==> config.mk <==
export PLATFORM = sky130hd
export DESIGN_NAME = oto_pilot_pwm
export DESIGN_NICKNAME = d
export VERILOG_FILES = /design/src/rtl/oto_pilot_pkg.sv /design/src/rtl/oto_pilot_debounce.sv /design/src/rtl/oto_pilot_pwm.sv
export SDC_FILE = /design/constraint.sdc
export NUM_CORES = 1
export LEC_CHECK = 0
export BUFFER_PORTS_ARGS = -buffer_cell sky130_fd_sc_hd__buf_4
export CORE_AREA = 8 8 197 199
export CTS_CLUSTER_SIZE = 14
export DETAILED_ROUTE_END_ITERATION = 6
export DIE_AREA = 0 0 205 207
export PLACE_DENSITY = 0.47
export SETUP_SLACK_MARGIN = 0.02
export SYNTH_ARGS = -nofsm -noshare
export SYNTH_HDL_FRONTEND = slang
export SYNTH_HIERARCHICAL = 1
export SYNTH_SLANG_ARGS = --single-unit
==> constraint.sdc <==
create_clock -name clock -period 5.23 [get_ports clock]
set_input_delay 0.7845 -clock clock [delete_from_list [all_inputs] [get_ports clock]]
set_output_delay 0.7845 -clock clock [all_outputs]
set_load 0.1 [all_outputs]
==> src/rtl/oto_pilot_pkg.sv <==
// Shared types, constants and helpers for the line-following autopilot.
// State encoding, default parameters, popcount and duty saturation.
package oto_pilot_pkg;

    localparam int SENS_W_DEF       = 16;
    localparam int PWM_W_DEF        = 8;
    localparam int DEB_CYC_DEF      = 4;
    localparam int LOST_TIMEOUT_DEF = 1000;
    localparam int BASE_DUTY_DEF    = 128;
    localparam int GAIN_DEF         = 8;
    localparam int LOST_CNT_W       = 20;

    typedef enum logic [1:0] {
        ST_IDLE    = 2'd0,
        ST_RUN     = 2'd1,
        ST_LOST    = 2'd2,
        ST_BLOCKED = 2'd3
    } pilot_state_e;

    function automatic logic [5:0] popcount32(input logic [31:0] v);
        logic [5:0] n;
        n = '0;
        for (int i = 0; i < 32; i++) begin
            n = n + {5'd0, v[i]};
        end
        return n;
    endfunction

    // Clamp a signed value into 0..max_v.
    function automatic logic [31:0] sat_duty(input logic signed [31:0] v,
                                             input logic [31:0] max_v);
        if (v < 0) begin
            return '0;
        end else if ($unsigned(v) > max_v) begin
            return max_v;
        end else begin
            return $unsigned(v);
        end
    endfunction

endpackage

==> src/rtl/oto_pilot_debounce.sv <==
// Two-flop synchroniser plus per-bit debounce for a WIDTH-bit bus.
// Ports: clock, reset (async, active-low), din (raw), dout (filtered).
module oto_pilot_debounce #(
    parameter int WIDTH   = 1,
    parameter int DEB_CYC = 4
) (
    input  logic             clock,
    input  logic             reset,
    input  logic [WIDTH-1:0] din,
    output logic [WIDTH-1:0] dout
);

    localparam int CW = 4;

    logic [WIDTH-1:0] s1;
    logic [WIDTH-1:0] s2;

    always_ff @(posedge clock or negedge reset) begin
        if (!reset) begin
            s1 <= '0;
            s2 <= '0;
        end else begin
            s1 <= din;
            s2 <= s1;
        end
    end

    for (genvar i = 0; i < WIDTH; i++) begin : g_bit
        logic          filt;
        logic [CW-1:0] cnt;

        // Counter tracks consecutive samples differing from filt;
        // the DEB_CYC-th such sample commits the new level.
        always_ff @(posedge clock or negedge reset) begin
            if (!reset) begin
                filt <= 1'b0;
                cnt  <= '0;
            end else if (s2[i] == filt) begin
                cnt <= '0;
            end else if (cnt == CW'(DEB_CYC - 1)) begin
                filt <= s2[i];
                cnt  <= '0;
            end else begin
                cnt <= cnt + CW'(1);
            end
        end

        assign dout[i] = filt;
    end

endmodule

==> src/rtl/oto_pilot_pwm.sv <==
// Line-following autopilot: conditioned inputs, steering error, FSM, PWM.
// Ports: clock, reset, sens_in, obst/start/stop_in, pwm_l/r, state_o, out_oeb.
module oto_pilot_pwm
    import oto_pilot_pkg::*;
#(
    parameter int SENS_W       = SENS_W_DEF,
    parameter int PWM_W        = PWM_W_DEF,
    parameter int DEB_CYC      = DEB_CYC_DEF,
    parameter int LOST_TIMEOUT = LOST_TIMEOUT_DEF,
    parameter int BASE_DUTY    = BASE_DUTY_DEF,
    parameter int GAIN         = GAIN_DEF
) (
    input  logic              clock,
    input  logic              reset,
    input  logic [SENS_W-1:0] sens_in,
    input  logic              obst_in,
    input  logic              start_in,
    input  logic              stop_in,
    output logic              pwm_l,
    output logic              pwm_r,
    output logic [1:0]        state_o,
    output logic [2:0]        out_oeb
);

    localparam int HALF   = SENS_W / 2;
    localparam int EW     = $clog2(SENS_W) + 2;
    localparam int CALC_W = PWM_W + $clog2(SENS_W) + $clog2(GAIN) + 2;

    localparam logic [31:0] PMAX32 = 32'((1 << PWM_W) - 1);
    localparam logic [PWM_W-1:0] PMAX = PWM_W'((1 << PWM_W) - 1);
    localparam logic [PWM_W-1:0] BASE = PWM_W'(BASE_DUTY);
    localparam logic signed [CALC_W-1:0] BASE_S = CALC_W'(BASE_DUTY);
    localparam logic signed [CALC_W-1:0] GAIN_S = CALC_W'(GAIN);
    localparam logic [LOST_CNT_W-1:0] LOST_LAST =
        LOST_CNT_W'(LOST_TIMEOUT - 1);

    logic [SENS_W-1:0] sens_f;
    logic [2:0]        ctrl_f;
    logic              obst_f;
    logic              start_f;
    logic              stop_f;
    logic              any_sens;

    oto_pilot_debounce #(.WIDTH(SENS_W), .DEB_CYC(DEB_CYC)) u_deb_sens (
        .clock (clock),
        .reset (reset),
        .din   (sens_in),
        .dout  (sens_f)
    );

    oto_pilot_debounce #(.WIDTH(3), .DEB_CYC(DEB_CYC)) u_deb_ctrl (
        .clock (clock),
        .reset (reset),
        .din   ({obst_in, start_in, stop_in}),
        .dout  (ctrl_f)
    );

    assign obst_f   = ctrl_f[2];
    assign start_f  = ctrl_f[1];
    assign stop_f   = ctrl_f[0];
    assign any_sens = |sens_f;

    // Steering error: left half minus right half
    logic [5:0]           pop_u;
    logic [5:0]           pop_l;
    logic signed [EW-1:0] err_d;
    logic signed [EW-1:0] err_q;
    logic signed [EW-1:0] last_err;

    assign pop_u = popcount32(32'(sens_f[SENS_W-1:HALF]));
    assign pop_l = popcount32(32'(sens_f[HALF-1:0]));
    assign err_d = $signed(EW'(pop_u)) - $signed(EW'(pop_l));

    // Steering targets, computed wide enough that clamping sees the true value
    logic signed [CALC_W-1:0] err_s;
    logic signed [CALC_W-1:0] prod;
    logic signed [CALC_W-1:0] diff_l;
    logic signed [CALC_W-1:0] diff_r;
    logic [PWM_W-1:0]         tgt_l;
    logic [PWM_W-1:0]         tgt_r;

    assign err_s  = {{(CALC_W-EW){err_q[EW-1]}}, err_q};
    assign prod   = GAIN_S * err_s;
    assign diff_l = BASE_S - prod;
    assign diff_r = BASE_S + prod;
    assign tgt_l  = PWM_W'(sat_duty({{(32-CALC_W){diff_l[CALC_W-1]}}, diff_l},
                                    PMAX32));
    assign tgt_r  = PWM_W'(sat_duty({{(32-CALC_W){diff_r[CALC_W-1]}}, diff_r},
                                    PMAX32));

    // Sequencing FSM
    pilot_state_e          state_q;
    pilot_state_e          state_d;
    logic                  lost_clr;
    logic [LOST_CNT_W-1:0] lost_cnt;
    logic [PWM_W-1:0]      sel_l;
    logic [PWM_W-1:0]      sel_r;

    always_comb begin
        state_d  = state_q;
        lost_clr = 1'b0;
        sel_l    = '0;
        sel_r    = '0;
        unique case (state_q)
            ST_IDLE: begin
                if (!stop_f && start_f) begin
                    state_d = ST_RUN;
                end
            end
            ST_RUN: begin
                sel_l = tgt_l;
                sel_r = tgt_r;
                if (stop_f) begin
                    state_d = ST_IDLE;
                end else if (obst_f) begin
                    state_d = ST_BLOCKED;
                end else if (!any_sens) begin
                    state_d  = ST_LOST;
                    lost_clr = 1'b1;
                end
            end
            ST_LOST: begin
                // Pivot toward the side where the line was last seen
                if (last_err >= 0) begin
                    sel_r = BASE;
                end else begin
                    sel_l = BASE;
                end
                if (stop_f) begin
                    state_d = ST_IDLE;
                end else if (obst_f) begin
                    state_d = ST_BLOCKED;
                end else if (any_sens) begin
                    state_d = ST_RUN;
                end else if (lost_cnt == LOST_LAST) begin
                    state_d = ST_IDLE;
                end
            end
            ST_BLOCKED: begin
                if (stop_f) begin
                    state_d = ST_IDLE;
                end else if (!obst_f) begin
                    if (any_sens) begin
                        state_d = ST_RUN;
                    end else begin
                        state_d  = ST_LOST;
                        lost_clr = 1'b1;
                    end
                end
            end
            default: ;
        endcase
    end

    always_ff @(posedge clock or negedge reset) begin
        if (!reset) begin
            state_q  <= ST_IDLE;
            err_q    <= '0;
            last_err <= '0;
            lost_cnt <= '0;
        end else begin
            state_q <= state_d;
            err_q   <= err_d;
            if (state_q == ST_RUN) begin
                last_err <= err_q;
            end
            if (lost_clr) begin
                lost_cnt <= '0;
            end else if (state_q == ST_LOST) begin
                lost_cnt <= lost_cnt + LOST_CNT_W'(1);
            end
        end
    end

    // PWM: duties only change at the period wrap
    logic [PWM_W-1:0] cnt;
    logic [PWM_W-1:0] duty_l;
    logic [PWM_W-1:0] duty_r;

    always_ff @(posedge clock or negedge reset) begin
        if (!reset) begin
            cnt     <= '0;
            duty_l  <= '0;
            duty_r  <= '0;
            pwm_l   <= 1'b0;
            pwm_r   <= 1'b0;
            out_oeb <= 3'b111;
        end else begin
            cnt     <= cnt + PWM_W'(1);
            pwm_l   <= (cnt < duty_l);
            pwm_r   <= (cnt < duty_r);
            out_oeb <= 3'b000;
            if (cnt == PMAX) begin
                duty_l <= sel_l;
                duty_r <= sel_r;
            end
        end
    end

    assign state_o = state_q;

endmodule

* Word-level counts from Yosys, hierarchy flattened
Cells that the tools add are included.
** Storage, ports and cells
- Flip-flop bits (word level) :: 196
- Latch bits :: 0
- Memory bits (writable) :: 0
- Memory bits (read-only) :: 0
- Bits of input ports :: 21
- Output and inout port bits :: 7
- Logic and storage cells :: 253
- Memories :: 0
** Cells by class
- $add $sub $neg :: 38
- Multipliers :: 0
- Divide/modulo/power cells :: 0
- Order comparisons :: 7
- Eq/ne operators :: 47
- Shift operators :: 0
- Multiplexer cells :: 64
- Bitwise gates (word level) :: 19
- Reduce and logical (&&, ||, !) cells :: 26
** Operators by type and width (count)
- $mux 4 :: 38
- $add 4x1->4 const B :: 19
- $eq 4x2->1 const B :: 19
- $gt 32x8->1 const B :: 2
- $mux 8 :: 6
- $mux 20 :: 2
- $reduce_and 2->1 :: 19
- $pmux 8 s2 :: 2
- $add 6x1->6 :: 4
- $mux 2 :: 11
- $add 20x1->20 const B :: 1
- $eq 20x10->1 const B :: 1
- $lt 10x1->1 const B :: 2
- $eq 1x1->1 :: 19
- $not 1->1 :: 19
- $lt 8x8->1 :: 2
- $reduce_or 16->1 :: 1
- $add 5x1->6 :: 2
- $add 4x1->5 :: 2
- $add 9x9->10 const A :: 1
- $sub 9x9->10 const A :: 1
- $add 3x1->4 :: 2
- $add 8x1->8 const B :: 1
- $eq 8x8->1 const B :: 1
- 18 further kinds :: 24

* Depth between registers and ports, before layout
- Depth after elaboration :: 8
- Mapped depth :: 14
- Depth with buffers taken out :: 13

* By module
The synthesis kept the hierarchy.
** Modules (own cells, without submodules)
- oto_pilot_debounce (u_deb_sens) :: times used 1, cells an instance 336, area each 4633.2 sq um, seq. area each 2802.7 sq um
- oto_pilot_pwm :: times used 1, cells an instance 337, area each 3289.4 sq um, seq. area each 1302.5 sq um
- oto_pilot_debounce (u_deb_ctrl) :: times used 1, cells an instance 63, area each 890.9 sq um, seq. area each 525.5 sq um

* Least setup slack after synthesis
OpenSTA, ideal clock, no wires.
- Kind :: reg2reg
- Start point :: register u_deb_sens.g_bit[1].filt
- End point :: register err_q[2]
- Setup time :: 123 ps
- Arrival time :: 3227 ps
- Required time :: 5107 ps
- Setup slack :: 1880 ps
- Cell stages (with the launch flop) :: 10
- Buffers on the path :: 1
- Clock period less this slack :: 3350 ps
- Cell sequence :: dfrtp_1 > buf_4 > fa_1 > fa_1 > fa_1 > inv_1 > fa_1 > ha_1 > fa_1 > xnor2_1
** Between the ends
- Cells in the longest elaborated chain, start to end :: 8
** Ends and longest elaborated chain
- start: declaration :: line oto_pilot_debounce.sv:29 : logic filt;
- start signal: assignment :: line oto_pilot_debounce.sv:41 : filt <= s2[i];
- $add 1x1->2 :: line oto_pilot_pkg.sv:24 : n = n + {5'd0, v[i]};
- $add 2x1->3 :: line oto_pilot_pkg.sv:24
- $add 3x1->4 :: line oto_pilot_pkg.sv:24
- $add 4x1->5 :: line oto_pilot_pkg.sv:24
- $add 5x1->6 :: line oto_pilot_pkg.sv:24
- $add 6x1->6 (2 in series) :: line oto_pilot_pkg.sv:24
- $sub 6x6->6 :: line oto_pilot_pwm.sv:72 : assign err_d = $signed(EW'(pop_u)) - $signed(EW'(pop_l));
- named net err_d[2] :: line oto_pilot_pwm.sv:66 : logic signed [EW-1:0] err_d;
- end signal: assignment :: line oto_pilot_pwm.sv:163 : err_q <= err_d;
- end: declaration :: line oto_pilot_pwm.sv:67 : logic signed [EW-1:0] err_q;
The timed path passes the listed nets, and every way through them passes these cells.
A chain may end at the register's enable or synchronous reset.

* Worst setup path after layout
- Start point :: register u_deb_sens.g_bit[9].filt
- End point :: register err_q[2]
** Between the ends
- Cells in the longest elaborated chain, start to end :: 8
** Ends and longest elaborated chain (line)
- start: declaration :: oto_pilot_debounce.sv:29
- start signal: assignment :: oto_pilot_debounce.sv:41
- $add 1x1->2 :: oto_pilot_pkg.sv:24
- $add 2x1->3 :: oto_pilot_pkg.sv:24
- $add 3x1->4 :: oto_pilot_pkg.sv:24
- $add 4x1->5 :: oto_pilot_pkg.sv:24
- $add 5x1->6 :: oto_pilot_pkg.sv:24
- $add 6x1->6 (2 in series) :: oto_pilot_pkg.sv:24
- $sub 6x6->6 :: oto_pilot_pwm.sv:72
- named net err_d[2] :: oto_pilot_pwm.sv:66
The timed path passes the listed nets, and every way through them passes these cells.

==> out/qor.yml <==
status: "complete, no violations"
cts_max_level: 4
drtIter0Drc: 253
avgSynthCellArea_sq_um: 12.0
cts_root_buf: "clkbuf_16"
final-hold-violation-count: 0
synthCells: 736
grt-ovfl-total: 0
worstHoldStart: "u_deb_ctrl/s1[2]$_DFF_PN0_"
yosysSeqAreaShare: 0.525
internal_power_mw: 3.41
initial_utilization: 0.245
drt-vias-per-instance: 4.16
hpwl_microns: 10400
grt_pass1_vias: 5511
cts_hold_buf: 0
power_frac_comb: 0.404
synth_edf_count: 0
synth_fp_nets: 818
maxCapViolCount: 0
path_max_fanout: 6
grt_max_degree: 97
area_growth_pct: 13.3
cp_data_required_time_ns: 5.54
hold_path.class: "flop to flop"
final_area_sq_um: 9990
grt_first_pass_wirelength_microns: 27000
async_reset_ff_frac: 1.00
power_frac_clock: 0.223
fin_util: 0.278
seqPwrFrac: 0.373
switching_power_mw: 2.06
track_usage: 0.0760
cts_setup_buffers: 0
cts_resized: 0
dieArea_sq_um: 42400
final_nets: 836
wirelength_microns: 14900
via_count: 5138
worstMarginPinSlew_ns: 0.726
crit_path_start_kind: "flop"
setup_tns_ns: 0
core_area_sq_um: 35900
yosys_warnings: 6
switching_share: 0.376
setup_violations: 0
r2r_start: "u_deb_sens/g_bit[9].filt$_DFFE_PN0P_"
synthDistinctLibCells: 52
die_height_microns: 207
first_pass_iters: 4
path_class: "flop to flop"
end_kind: "flop"
ant_nets: 0
clockBufferDepth: 2
relSlewSlack: 0.516
place_congestion: 0.702
clk_latency_ns: 0.43
antenna_found_initial: 0
slew_violations: 0
drc: 0
cts_buffers: 17
io_pins: 28
wl_per_cell_microns: 12.1
power_per_cell_area_nw_per_um2: 548
p_leak_nw: 4.27
vdd_drop_max_uv: 528
period_minus_slack_ns: 3.36
finalPower_mw: 5.47
fp.dieW_microns: 205
io_buffers: 27
cts_tree: "done"
drive_gt1_frac: 0.150
worstPathArrival_ns: 3.67
rows: 70
ys_ff_latch: 185
cts_sinks: 185
skew_ns: 0.0111
insertedDiodeCount: 0
cp-startpoint: "u_deb_sens/g_bit[9].filt$_DFFE_PN0P_"
synthFlopType: "dfrtp_1"
clk_pin_slew_worst_paths_ns: 0.07
synth_area_sq_um: 8810
placed_area_sq_um: 9430
max_freq_mhz: 298
fin_crit_sh: 0.642
rsz0062_at_grt: "no"
==> power by group through the flow <==
stage / clock [mW] / combinational [mW] / sequential [mW]
floorplan: 0 / 1.92 / 2.01
global placement: 0 / 2.26 / 2.07
detailed placement: 0 / 2.26 / 2.08
CTS: 1.28 / 2.27 / 2.05
global route: 1.34 / 2.60 / 2.09
finish: 1.22 / 2.21 / 2.04
==> cell usage after synthesis, types with 21 or more instances <==
master | count | area share
xnor2_1 | 37 | 0.037
buf_4 | 21 | 0.018
nand2_1 | 25 | 0.011
a21oi_1 | 38 | 0.022
dfrtp_1 | 184 | 0.52
nand2b_1 | 21 | 0.015
nor2_1 | 53 | 0.023
nor3_1 | 27 | 0.015
ha_1 | 50 | 0.071
nor2b_1 | 21 | 0.015
inv_1 | 45 | 0.019
and4_1 | 21 | 0.021
==> stage by stage <==
stage	hold slack [ns]	instances	setup WS, ns
floorplan	0.331	736	1.88
global placement	0.334	1203	1.90
detailed placement	0.335	1203	1.87
CTS	0.352	1235	1.85
global route	0.356	1235	1.65
finish	0.349	1235	1.87
==> logic make-up (layout without fill, tap and decap cells) <==
group / after synthesis / count (layout) / synth area share
compound gates: 83 / 83 / 0.0650
xor+xnor: 50 / 50 / 0.0497
fa+ha+maj: 61 / 61 / 0.0960
buf+inv: 74 / 105 / 0.0412
flops: 185 / 185 / 0.525
mux: 23 / 23 / 0.0300
other cells: 1 / 1 / 0.000425
simple gates: 259 / 259 / 0.192
==> final cells by class <==
class                      instances  area (sq um)
tap                              468           586
timing repair buffer              28           229
fill                            3726         25900
clock inverter                    13           111
clock buffer                      19           443
multi-input combinational        477          3820
sequential                       185          4630
inverter                          45           169
==> worst max-delay path, cell delays in order (launching register included) <==
cell and delay (ns):
dfrtp_1 0.46, inv_1 0.09, fa_1 0.50, fa_1 0.43, fa_1 0.51, inv_1 0.05, fa_1 0.44, ha_1 0.21
fa_1 0.40, xnor2_1 0.14
==> sequential cells by signal (all words and copies together), names as in the netlist <==
| signal | cells |
|---|---|
| u_deb_sens/g_bit.filt | 16 |
| u_deb_ctrl/g_bit.cnt | 12 |
| u_deb_ctrl/g_bit.filt | 3 |
| u_deb_ctrl/s2 | 3 |
| last_err | 1 |
| out_oeb | 1 |
| u_deb_sens/s1 | 16 |
| err_q | 6 |
| duty_l | 6 |
| lost_cnt | 20 |
| u_deb_sens/s2 | 16 |
| cnt | 8 |
| u_deb_sens/g_bit.cnt | 64 |
| u_deb_ctrl/s1 | 3 |
| pwm_l | 1 |
| state_o | 2 |
| pwm_r | 1 |
| duty_r | 6 |
==> path summary, 6_finish.rpt <==
kind	end	slack (ns)	cells past startpoint
min	u_deb_ctrl/s2[2]$_DFF_PN0_	0.35	0
max	err_q[2]$_DFF_PN0_	1.87	9
min reg2reg	u_deb_ctrl/s2[2]$_DFF_PN0_	0.35	0
min in group asynchronous	u_deb_sens/s1[9]$_DFF_PN0_	0.40	1
max in group asynchronous	duty_r[2]$_DFFE_PN0N_	3.85	2
max reg2reg	err_q[2]$_DFF_PN0_	1.87	9
==> layer usage <==
metal	track usage	share of wire	up-vias
li1	-	-	2580
met1	0.0985	0.49	2517
met2	0.123	0.48	33
met3	0.0208	0.024	8
met4	0.0207	0.0081	0
met5	0	0	-
==> cell usage in the layout (no fill, tap or decap), drive strengths merged, types with 14 or more instances in the layout <==
| cell | instances |
|---|---|
| clkbuf | 20 |
| nand2b | 21 |
| nor2b | 21 |
| nand2 | 25 |
| inv | 51 |
| a21oi | 41 |
| mux2 | 21 |
| xnor2 | 37 |
| nor3b | 20 |
| ha | 50 |
| and4 | 23 |
| buf | 27 |
| nor2 | 53 |
| dfrtp | 184 |
| nand3b | 19 |
| nor4 | 21 |
| nand3 | 14 |
| nor3 | 27 |
Power figures use the tool's default switching activity.
